===== src/rtl/npu_mem_pkg.sv =====
// Shared constants, row type and controller state encoding for the output memory.
// ST_CLEAR exists only when OUT_MEM_CTRL_CLEAR_EN is defined.
package npu_mem_pkg;
  localparam int ADDR_W = 13;
  localparam int DATA_W = 16;
  localparam int LANES  = 4;
  localparam int RD_LAT = 2;

  typedef logic [LANES-1:0][DATA_W-1:0] row_t;

`ifdef OUT_MEM_CTRL_CLEAR_EN
  typedef enum logic [1:0] {ST_IDLE, ST_RUN, ST_DONE, ST_CLEAR} state_t;
`else
  typedef enum logic [1:0] {ST_IDLE, ST_RUN, ST_DONE} state_t;
`endif
endpackage


===== src/rtl/out_mem_rd_pipe.sv =====
// Tracks read tokens in flight so each accepted read yields one rd_valid.
// Latency DEPTH cycles from in_vld to out_vld; no backpressure, one token per cycle.
// Async reset drops every token in flight.
module out_mem_rd_pipe #(
  parameter int DEPTH = npu_mem_pkg::RD_LAT + 1
) (
  input  logic clk,
  input  logic rst,
  input  logic in_vld,
  output logic out_vld
);
  logic [DEPTH-1:0] sr;

  always_ff @(posedge clk or posedge rst) begin
    if (rst) sr <= '0;
    else     sr <= (sr << 1) | DEPTH'(in_vld);
  end

  assign out_vld = sr[DEPTH-1];
endmodule


===== src/rtl/out_mem_ctrl.sv =====
// Output-memory controller: streams write frames into LANES banks and serves reads.
// Writes reach the RAM one cycle after acceptance, reads return RD_LAT+1 cycles after rd_ack.
// Write/read share the port with round-robin arbitration; OUT_MEM_CTRL_CLEAR_EN adds zero-fill.
module out_mem_ctrl #(
  parameter int ADDR_W = npu_mem_pkg::ADDR_W,
  parameter int DATA_W = npu_mem_pkg::DATA_W,
  parameter int LANES  = npu_mem_pkg::LANES,
  parameter int RD_LAT = npu_mem_pkg::RD_LAT
) (
  input  logic                    clk,
  input  logic                    rst,
  input  logic                    start,
  input  logic [ADDR_W-1:0]       base_addr,
  input  logic [ADDR_W:0]         frame_len,
  input  logic                    wr_valid,
  output logic                    wr_ready,
  input  logic [DATA_W*LANES-1:0] wr_data,
  input  logic                    rd_req,
  output logic                    rd_ack,
  input  logic [ADDR_W-1:0]       rd_addr,
  output logic                    rd_valid,
  output logic [DATA_W*LANES-1:0] rd_data,
  output logic                    busy,
  output logic                    done,
  output logic                    mem_we,
  output logic [ADDR_W-1:0]       mem_addr,
  output logic [DATA_W*LANES-1:0] mem_data,
`ifdef OUT_MEM_CTRL_CLEAR_EN
  input  logic                    clear_req,
`endif
  input  logic [DATA_W*LANES-1:0] mem_q
);
  import npu_mem_pkg::*;

  localparam logic [ADDR_W-1:0] LAST_ROW = {ADDR_W{1'b1}};

  state_t            state, state_nxt;
  logic [ADDR_W-1:0] ptr;
  logic [ADDR_W:0]   cnt, len;
  logic              wr_turn;
  logic              wr_acc, conflict, wr_last, frame_go;

  assign conflict = (state == ST_RUN) && wr_valid && rd_req;
  assign wr_acc   = wr_valid && wr_ready;
  assign wr_last  = (cnt + 1'b1) == len;
  assign frame_go = (state == ST_IDLE) && start && (frame_len != '0);

  // wr_turn names who wins the next conflict; the loser of one conflict wins the next.
  always_comb begin
    wr_ready = 1'b0;
    rd_ack   = 1'b0;
    if (!rst) begin
      wr_ready = (state == ST_RUN) && (!rd_req || wr_turn);
      rd_ack   = rd_req && ((state == ST_IDLE) || (state == ST_DONE) ||
                            ((state == ST_RUN) && !(wr_valid && wr_turn)));
    end
  end

  always_comb begin
    state_nxt = state;
    done      = 1'b0;
    case (state)
      ST_IDLE: begin
        if (start) begin
          if (frame_len != '0) state_nxt = ST_RUN;
          else                 done      = 1'b1;
        end
`ifdef OUT_MEM_CTRL_CLEAR_EN
        else if (clear_req) state_nxt = ST_CLEAR;
`endif
      end
      ST_RUN:  if (wr_acc && wr_last) state_nxt = ST_DONE;
      ST_DONE: begin
        done      = 1'b1;
        state_nxt = ST_IDLE;
      end
`ifdef OUT_MEM_CTRL_CLEAR_EN
      ST_CLEAR: if (ptr == LAST_ROW) state_nxt = ST_DONE;
`endif
      default: state_nxt = ST_IDLE;
    endcase
    done = done && !rst;
  end

`ifdef OUT_MEM_CTRL_CLEAR_EN
  assign busy = (state == ST_RUN) || (state == ST_CLEAR);
`else
  assign busy = (state == ST_RUN);
`endif

  always_ff @(posedge clk or posedge rst) begin
    if (rst) begin
      state    <= ST_IDLE;
      ptr      <= '0;
      cnt      <= '0;
      len      <= '0;
      wr_turn  <= 1'b1;
      mem_we   <= 1'b0;
      mem_addr <= '0;
      mem_data <= '0;
    end else begin
      state  <= state_nxt;
      mem_we <= 1'b0;
      if (conflict) wr_turn <= !wr_turn;
      if (frame_go) begin
        ptr <= base_addr;
        cnt <= '0;
        len <= frame_len;
      end
      if (wr_acc) begin
        mem_we   <= 1'b1;
        mem_addr <= ptr;
        mem_data <= wr_data;
        ptr      <= ptr + 1'b1;
        cnt      <= cnt + 1'b1;
      end else if (rd_ack) begin
        mem_addr <= rd_addr;
      end
`ifdef OUT_MEM_CTRL_CLEAR_EN
      if ((state == ST_IDLE) && !start && clear_req) ptr <= '0;
      if (state == ST_CLEAR) begin
        mem_we   <= 1'b1;
        mem_addr <= ptr;
        mem_data <= '0;
        ptr      <= ptr + 1'b1;
      end
`endif
    end
  end

  out_mem_rd_pipe #(.DEPTH(RD_LAT + 1)) u_rd_pipe (
    .clk     (clk),
    .rst     (rst),
    .in_vld  (rd_ack),
    .out_vld (rd_valid)
  );

  // RAM output is already aligned with the returning token.
  assign rd_data = mem_q;
endmodule

===== config.mk =====
export PLATFORM = sky130hd
export DESIGN_NAME = out_mem_ctrl
export DESIGN_NICKNAME = d
export VERILOG_FILES = /design/src/rtl/npu_mem_pkg.sv /design/src/rtl/out_mem_rd_pipe.sv /design/src/rtl/out_mem_ctrl.sv
export SDC_FILE = /design/constraint.sdc
export NUM_CORES = 1
export LEC_CHECK = 0
export ABC_AREA = 0
export CORE_ASPECT_RATIO = 0.5
export CORE_MARGIN = 2
export CORE_UTILIZATION = 43
export CTS_CLUSTER_DIAMETER = 100
export DETAILED_ROUTE_END_ITERATION = 8
export PLACE_DENSITY = 0.86
export SYNTH_ARGS = -nofsm -noshare
export SYNTH_HDL_FRONTEND = slang
export SYNTH_SLANG_ARGS = --single-unit

===== constraint.sdc =====
create_clock -name clk -period 26.9 [get_ports clk]
set_input_delay 8.07 -clock clk [delete_from_list [all_inputs] [get_ports clk]]
set_output_delay 8.07 -clock clk [all_outputs]
set_load 0.05 [all_outputs]

# After elaboration in Yosys (flattened, before gate mapping)
# Index checks and enable logic that the tools add are counted.
# word_totals
output_inout_bits	147
in_bits	173
wordCells	57
reg_bits	125
# classes
bitwise	1
muxes	16
n_eq_ne	6
n_reduce_logical	23
addsub	2
# ops
cell	n
$mux W13	4
$mux W14	2
$add A14 B1 Y14 const B	1
$eq A14 B14 Y1	1
$reduce_bool A14 Y1	1
$add A13 B1 Y13 const B	1
$logic_and A1 B1 Y1	11
$mux W2	3
$mux W1	5
$logic_not A1 Y1	4
$ne A2 B1 Y1 const B	2
$pmux W2 S2	1
$reduce_bool A2 Y1	2
$logic_or A1 B1 Y1	3
$or A3 B1 Y3	1
$reduce_and A3 Y1	1
$eq A2 B1 Y1 const B	1
$eq A2 B2 Y1 const B	1
$logic_not A2 Y1	1
$ne A2 B2 Y1 const B	1
$pmux W1 S2	1

# Logic depth before layout (Yosys ltp)
# Gate-level depths: netlist of the first run.
# logic_depth
word_depth	8
depth_mapped	8
ltp_nobuf	7

# Modules after synthesis
# Synthesis of the first run repeated with hierarchy kept, for this count alone.
# hier_totals
hier_cells	703
area_unflattened_um2	6072.1
# modules_own_cells
mod	seq_area_each_um2	cells_each	n_inst	area_per_inst_um2
out_mem_ctrl	3054.2	699	1	5993.2
out_mem_rd_pipe	75.1	4	1	78.8

# Least setup slack after synthesis of the first run
# OpenSTA, ideal clock, no wires.
# synth_timing
path_type	input-to-output
from	in rst
to	out rd_ack
n_path_buf	0
stages	3
arrival_ns	11.909
t_required_ns	18.830
path_slack_ns	6.921
path_cell_list	inv_1 > nand3_1 > inv_2
# synth_via
elab_chain_len	1
# synth_lines
item	line_no	text
from (decl)	out_mem_ctrl.sv:11	input logic rst,
$mux W1	out_mem_ctrl.sv:52	if (!rst) begin
to (decl)	out_mem_ctrl.sv:19	output logic rd_ack,
# Every way passes these cells.

# Worst setup path after layout of the first run
# Same ends and word-level chain as after synthesis.

==> impl_metrics.toml, run 1 <==
[outcome]
status = "completed"

[finish]
nets = 994
synthToLayoutAreaGrowth_pct = 34.8
fillers = 1125
seqCellArea_sq_mm = 0.00313
multi_input_area_sq_mm = 0.00231
num_antenna_cells = 0
layout-drive-gt1-share = 0.0601

[power]
p_comb_frac = 0.395
switching_power_uw = 343
pwr_density_cell_mw_per_mm2 = 101
sequentialPowerShare = 0.338
ir_worst_vdd_mv = 0.0451
p_int_uw = 483
leakage_uw = 0.00377
clkPwrFrac = 0.267
switching_share = 0.415
total_power_uw = 826

[drt]
dr_total_vias = 5355
wl_um = 17800
ant_nets = 0
routed_via_density = 5.23
wl_per_cell_um = 17.4
drt-initial-drc-count = 435
drtPass1Iterations = 5
drc_errors = 0

[clock_tree]
cts_hold_buf = 0
clockBufferDepth = 2
clkSinkCount = 125
cts_setup_buffers = 0
clock_latency_ns = 0.42
clk_pin_slew_worst_paths_ns = 0.06
numCtsBuffers = 17
cts_resized = 0
clockRootBuffer = "clkbuf_16"
cts_tree = "yes"
h-tree-depth = 4

[global_routing]
grt_pass1_vias = 5279
grt_pass1_wl_um = 27300
antenna_found_initial = 0
grt_max_degree = 74
grt_usage = 0.232
overflow = 0

[sta]
min_period_ns = 18.97
setup-violations-final = 0
final_max_slew_viol_count = 0
setup_tns_ns = 0
worst_clock_skew_ns = 0.0111
maxSlewHeadroom = 0.220
fin_crit_sh = 0.705
clock.fmax_mhz = 52.7
finalHoldViolations = 0
rsz0062_at_grt = "no"
tightest_slew_ns = 1.17

[yosys]
syn_area_per_cell_sq_um = 8.66
yosys_warnings = 0
synth_top_cell_area_share = 0.509
syn_area_sq_mm = 0.00610
synth-seq-area-share = 0.513
ys.flop_type = "dfrtp_1"
yosysMostFrequentCell = "nand2_1"
yosys.area.top_type = "dfrtp_1"
yosys-top-cells-area = "dfrtp_1, nand2_1, buf_4, nor2_1, o21ai_0"
ys_types = 49
syn-num-nets = 879
async_flop_share = 1.00
synthTopCellsByCount = "nand2_1, dfrtp_1, buf_4"
synth_edf_count = 0
ys_ff_latch = 125
syn_inst = 704

[run]
maxCapViolations = 0

[critical_path]
critPathKind = "input pin to output port"
path_max_fanout = 71
cp-start-kind = "input pin"
end_kind = "output port"
required_ns = 18.83
worst_ep_arrival_time_ns = 10.90

[floorplan]
io_pins = 320
num_rows = 30
core_area_sq_mm = 0.0137
dieArea_sq_mm = 0.0152
start_util = 0.445
die_x_um = 172
die_h_um = 88.2

[placed_design]
place_hpwl_um = 12900
place_congestion = 0.909
port-buffer-count = 191

[hold_path]
min_path_type = "flip-flop to flip-flop"
-- cell families after synthesis --
group | Yosys count | synth area share
XOR/XNOR | 19 | 0.0273
buffers and inverters | 106 | 0.108
adder cells (fa/ha/maj) | 2 | 0.00410
AO/OA/AOI/OAI | 83 | 0.0944
flip-flops | 125 | 0.513
multiplexers | 2 | 0.00349
AND/OR/NAND/NOR | 367 | 0.250
-- state kept, by name (all words and copies together) (netlist names) --
| signal | cells |
|---|---|
| mem_we | 1 |
| ptr | 13 |
| wr_turn | 1 |
| state | 2 |
| mem_addr | 13 |
| u_rd_pipe.sr | 3 |
| len | 14 |
| cnt | 14 |
| mem_data | 64 |
-- final timing paths --
kind / end / slack (ns) / startpoint / depth (start not counted)
setup / recovery: rd_ack / 7.93 / rst / 5
hold / removal: u_rd_pipe.sr[2] / 0.35 / u_rd_pipe.sr[1] / 0
setup reg to reg: ptr[11] / 23.65 / wr_turn / 7
hold reg to reg: u_rd_pipe.sr[2] / 0.35 / u_rd_pipe.sr[1] / 0
max in group asynchronous: mem_data[21] / 17.33 / rst / 3
min in group asynchronous: mem_addr[12] / 8.32 / rst / 2
-- placed cells by master (no fill, tap or decap), types with 4 or more instances in the layout --
cell	Yosys	routed
o221a_2	5	5
nand3_1	19	19
xnor2_1	10	10
inv_1	6	5
nor3_1	5	5
nor2_1	41	41
xor2_1	9	9
and3_1	7	7
o21ai_0	25	25
a21oi_1	12	12
o22ai_1	7	7
nand4_1	7	7
a22oi_1	8	8
o211ai_1	4	4
nand2_1	269	269
clkdlybuf4s50_1	0	191
clkbuf_16	0	17
dfrtp_1	124	124
nand2b_1	4	4
clkinv_4	0	5
-- per-layer routing --
metal / share of wire / track usage / routed length [um]
met1: 0.39 / 0.280 / 7020
met2: 0.51 / 0.397 / 9070
met3: 0.062 / 0.0461 / 1110
met4: 0.036 / 0.128 / 644
met5: 0 / 0 / 0
-- critical path, cell delays in order --
cell	delay (ns)
clkdlybuf4s50_1	0.53
inv_4	0.67
nand3_1	0.47
inv_2	0.30
clkdlybuf4s50_1	0.85
-- metrics by stage --
stage	instances	hold WS [ns]	setup WS, ns	cell area [sq um]	utilization
2_1_floorplan	704	0.331	6.92	6100	-
3_3_place_gp	992	0.334	8.02	7650	0.558
3_5_place_dp	992	0.344	7.91	7650	0.558
4_1_cts	1024	0.357	7.89	8220	0.600
5_1_grt	1024	0.365	7.65	8220	0.600
6_report	1024	0.352	7.93	8220	0.600
-- cell type report --
class                      instances  share of cell area
clock buffer                      20              0.0556
clock inverter                    12              0.0140
multi-input combinational        473               0.281
tap                              192              0.0292
timing repair buffer             194               0.235
inverter                           8             0.00396
sequential                       125               0.381
-- power by group through the flow --
stage | Sequential, uW | Clock [uW] | Combinational, uW
2_1_floorplan | 399 | 0 | 114
3_3_place_gp | 279 | 0 | 320
3_5_place_dp | 281 | 0 | 327
4_1_cts | 279 | 222 | 329
5_1_grt | 286 | 232 | 347
6_report | 279 | 221 | 326
Power figures use the tool's default switching activity.
==> run 2: changes to the inputs <==
- CORE_UTILIZATION: 43 -> 40
- PLACE_DENSITY: 0.86 -> 0.81
- clock period: 26.9 -> 18.6 ns (I/O delays scaled with it)
==> run 2 against run 1 <==
Wire length grew 0.47%; power is 48% higher; first-iteration DRC count down 23%; utilization fell by 3.5 points; die area rose by 7.2%; sequential power grew 44%; design area up 0.69%; worst setup slack worse by 3.0 ns; sequential share of layout area shrank 0.26 points; critical path type unchanged; largest power group unchanged.
==> impl_metrics.toml, run 2 (synthesized netlist as in run 1, its figures left out) <==
[finish]
num_antenna_cells = 0
layout_common_cells = "nand2_1, clkdlybuf4s50_1, dfrtp_1"
seqCellArea_sq_mm = 0.00313
synthToLayoutAreaGrowth_pct = 35.7
top_register = "mem_data"
final_cells = 1029
reg_top3 = "mem_data x64, cnt x14, len x14"
fillers = 1280
multi_input_area_sq_mm = 0.00231
largest_register_ffs = 64
final_common_cell = "nand2_1"
nets = 994
layout-drive-gt1-share = 0.0602

[critical_path]
crit_chain = "clkdlybuf4s50_1, inv_4, nand3_1, inv_2, clkdlybuf4s50_1"
critPathKind = "input pin to output port"
path_delay_family = "buffers and inverters"
required_ns = 13.02
cpPeakStageDelay_ns = 0.84
path_common_cell = "clkdlybuf4s50_1"
critPathBufInv = 4
end_kind = "output port"
cp-start-kind = "input pin"
path_max_fanout = 53
slowest_stage = "clkdlybuf4s50_1"
worst_ep_arrival_time_ns = 8.11

[drt]
drc_errors = 0
met2WireLength_um = 8890
drt-initial-drc-count = 335
ant_nets = 0
wl_um = 17900
highest_layer = "met4"
routed_via_density = 5.18
drtPass1Iterations = 5
wirelength_met1_um = 7040
route.met3.wl_um = 1230
wl_per_cell_um = 17.4
dr_total_vias = 5333

[floorplan]
start_util = 0.416
core_area_sq_mm = 0.0147
die_h_um = 91.3
die_x_um = 179
io_pins = 320
dieArea_sq_mm = 0.0163
num_rows = 31

[sta]
worst_slack_ns = 4.91
setup_tns_ns = 0
tightest_slew_ns = 1.17
clock.fmax_mhz = 73.0
worst_clock_skew_ns = 0.0108
min_period_ns = 13.69
final_max_slew_viol_count = 0
rsz0062_at_grt = "no"
maxSlewHeadroom = 0.218
setup-violations-final = 0
fin_crit_sh = 0.736
finalHoldViolations = 0

[global_routing]
grt_usage = 0.222
antenna_found_initial = 0
grt_pass1_wl_um = 28200
grt_max_degree = 93
overflow = 0
grt_pass1_vias = 5304

[clock_tree]
clock_latency_ns = 0.41
cts_hold_buf = 0
clk_pin_slew_worst_paths_ns = 0.06
cts_tree = "yes"
cts_resized = 0
clockBufferDepth = 2
clockRootBuffer = "clkbuf_16"
numCtsBuffers = 17
h-tree-depth = 4
cts_setup_buffers = 0
clkSinkCount = 125

[hold_path]
min_path_type = "flip-flop to flip-flop"

[placed_design]
place_congestion = 0.870
port-buffer-count = 191
place_hpwl_um = 12700
dp_slack_ns = 4.86
placed_cells = 998

[run]
maxCapViolations = 0

[power]
leakage_uw = 0.00380
total_power_uw = 1220
pwr_density_cell_mw_per_mm2 = 148
ir_worst_vdd_mv = 0.0839

[outcome]
status = "completed"
run 2: cell types whose count changed in the layout (fill, tap and decap cells not counted), sizes merged:
cell	delta
bufinv	+3
clkbuf	-3
clkinv	+1
clkinvlp	-2
run 2: metal layers:
layer,vias to the layer above,track usage
li1,2479,-
met1,2567,0.272
met2,202,0.370
met3,85,0.0452
met4,0,0.120
met5,-,0
run 2: stage by stage:
step	util	hold slack, ns	instance area (sq um)
final	0.564	0.346	8270
after global routing	0.564	0.348	8270
after CTS	0.564	0.348	8270
after detailed placement	0.522	0.335	7650
after global placement	0.522	0.333	7650
after floorplan	-	0.331	6100
run 2: area by class of cell:
class / instances / area share
clock buffer: 17 / 0.0514
clock inverter: 14 / 0.0236
inverter: 8 / 0.00393
multi-input combinational: 473 / 0.279
sequential: 125 / 0.378
tap: 198 / 0.0299
timing repair buffer: 194 / 0.234
run 2: path summary, 6_finish.rpt:
| kind | cells after the start | startpoint | endpoint | slack, ns |
|---|---|---|---|---|
| max in group asynchronous | 3 | rst | mem_data[27] | 11.50 |
| setup / recovery | 5 | rst | rd_ack | 4.91 |
| hold / removal | 0 | u_rd_pipe.sr[0] | u_rd_pipe.sr[1] | 0.35 |
| min in group asynchronous | 2 | rst | mem_addr[10] | 5.70 |
| setup reg to reg | 7 | wr_turn | ptr[11] | 15.60 |
| hold reg to reg | 0 | u_rd_pipe.sr[0] | u_rd_pipe.sr[1] | 0.35 |
run 2: power by group:
group | switching [uW] | leakage [uW] | internal, uW
Clock | 124 | 0.000303 | 224
Sequential | 58.6 | 0.00154 | 344
Combinational | 308 | 0.00195 | 163
Total | 491 | 0.00380 | 731
==> run 3: changes to the inputs <==
- CORE_UTILIZATION: 40 -> 36
- PLACE_DENSITY: 0.81 -> 0.77
- clock period: 18.6 -> 11.5 ns (I/O delays scaled with it)
==> run 3 against run 2 <==
Global-route usage fell by 3.6 points; wire length fell by 3.7%; non-clock buffer count did not move; register-to-register slack got worse by 7.3 ns; largest cell class unchanged; largest power group unchanged.
==> impl_metrics.toml, run 3 (synthesized netlist as in run 1, its figures left out) <==
[clock_tree]
cts_resized = 0
clk_pin_slew_worst_paths_ns = 0.06
cts_tree = "yes"
h-tree-depth = 4
clock_latency_ns = 0.41
cts_setup_buffers = 0
clockBufferDepth = 2
clkSinkCount = 125
cts_hold_buf = 0
numCtsBuffers = 17
clockRootBuffer = "clkbuf_16"

[floorplan]
io_pins = 320
core_area_sq_mm = 0.0165
die_x_um = 188
start_util = 0.370
num_rows = 33
dieArea_sq_mm = 0.0181
die_h_um = 96.0

[global_routing]
antenna_found_initial = 0
grt_max_degree = 66
grt_usage = 0.186
grt_pass1_wl_um = 26400
grt_pass1_vias = 5016
overflow = 0

[placed_design]
place_hpwl_um = 12300
dp_slack_ns = 1.93
placed_area_sq_mm = 0.00769
port-buffer-count = 191
placed_cells = 1027
place_congestion = 0.851

[sta]
tightest_slew_ns = 1.19
finalHoldViolations = 0
min_period_ns = 9.51
worst_clock_skew_ns = 0.00830
clock.fmax_mhz = 105
final_max_slew_viol_count = 0
worst_slack_ns = 1.99
fin_crit_sh = 0.827
setup-violations-final = 0
rsz0062_at_grt = "no"
setup_tns_ns = 0
maxSlewHeadroom = 0.206

[finish]
seqCellArea_sq_mm = 0.00313
fin_area_sq_mm = 0.00828
num_antenna_cells = 0
fillers = 1462
multi_input_area_sq_mm = 0.00231
top_register = "mem_data"
layout_common_cells = "nand2_1, clkdlybuf4s50_1, dfrtp_1"
nets = 994
synthToLayoutAreaGrowth_pct = 35.8
fin_util = 0.502
final_common_cell = "nand2_1"
reg_top3 = "mem_data x64, cnt x14, len x14"
layout-drive-gt1-share = 0.0602
final_cells = 1058
largest_register_ffs = 64

[critical_path]
cp-start-kind = "input pin"
path_common_cell = "clkdlybuf4s50_1"
path_delay_family = "buffers and inverters"
cpPeakStageDelay_ns = 0.84
required_ns = 8.05
crit_chain = "clkdlybuf4s50_1, inv_4, nand3_1, inv_2, clkdlybuf4s50_1"
critPathKind = "input pin to output port"
end_kind = "output port"
slowest_stage = "clkdlybuf4s50_1"
r2r_slack_ns = 8.26
critPathBufInv = 4
worst_ep_arrival_time_ns = 6.06
path_max_fanout = 62

[power]
p_int_uw = 1140
switching_share = 0.414
pwr_density_cell_mw_per_mm2 = 236
clkPwrFrac = 0.274
p_comb_frac = 0.392
ir_worst_vdd_mv = 0.109
leakage_uw = 0.00378
switching_power_uw = 807
sequentialPowerShare = 0.334

[drt]
drtPass1Iterations = 4
drt-initial-drc-count = 346
routed_via_density = 4.96
wl_per_cell_um = 16.3
ant_nets = 0
drc_errors = 0
dr_total_vias = 5249
wl_um = 17300

[hold_path]
min_path_type = "flip-flop to flip-flop"

[outcome]
status = "completed"

[run]
maxCapViolations = 0
run 3: changes by cell type in the layout (fill, tap and decap cells not counted), sizes merged:
| cell | delta |
|---|---|
| bufinv | -2 |
| clkinv | -4 |
| clkinvlp | +2 |
| inv | +4 |
run 3: worst paths after layout:
| path | start | endpoint | cells past startpoint |
|---|---|---|---|
| max | rst | rd_ack | 5 |
| min reg2reg | u_rd_pipe.sr[1] | u_rd_pipe.sr[2] | 0 |
| max reg2reg | wr_turn | ptr[6] | 6 |
| min in group asynchronous | rst | mem_addr[0] | 2 |
| min | u_rd_pipe.sr[1] | u_rd_pipe.sr[2] | 0 |
| max in group asynchronous | rst | mem_data[37] | 3 |
run 3: cell type report:
class | instances | share of cell area
clock inverters | 14 | 0.0194
well taps | 227 | 0.0343
multi-input cells | 473 | 0.279
inverters | 8 | 0.00393
repair buffers | 194 | 0.234
flip-flops and latches | 125 | 0.378
clock buffers | 17 | 0.0514
run 3: through the flow:
step                power, uW  hold WS [ns]
global route             2040         0.348
floorplan                1200         0.331
global placement         1410         0.333
finish                   1950         0.345
CTS                      1960         0.345
detailed placement       1420         0.341
run 3: worst reg2reg max path: cells and delay by family (launching register included):
kind,cells,cell delay [ns]
AOI/OAI and AO/OA,2,0.44
buffers and inverters,2,1.25
DFF,1,0.55
and+or+nand+nor,2,0.90
run 3: layer usage:
metal | vias to the layer above | routed length, um | share of wire | track usage
li1 | 2478 | - | - | -
met1 | 2543 | 6940 | 0.40 | 0.222
met2 | 164 | 8640 | 0.50 | 0.321
met3 | 64 | 961 | 0.056 | 0.0357
met4 | 0 | 706 | 0.041 | 0.112
met5 | - | 0 | 0 | 0
run 3: power by group through the flow:
| stage | combinational [uW] | clock [uW] | sequential (uW) |
|---|---|---|---|
| floorplan | 266 | 0 | 933 |
| global route | 812 | 564 | 666 |
| global placement | 755 | 0 | 651 |
| finish | 764 | 534 | 651 |
| detailed placement | 765 | 0 | 655 |
| CTS | 770 | 542 | 649 |
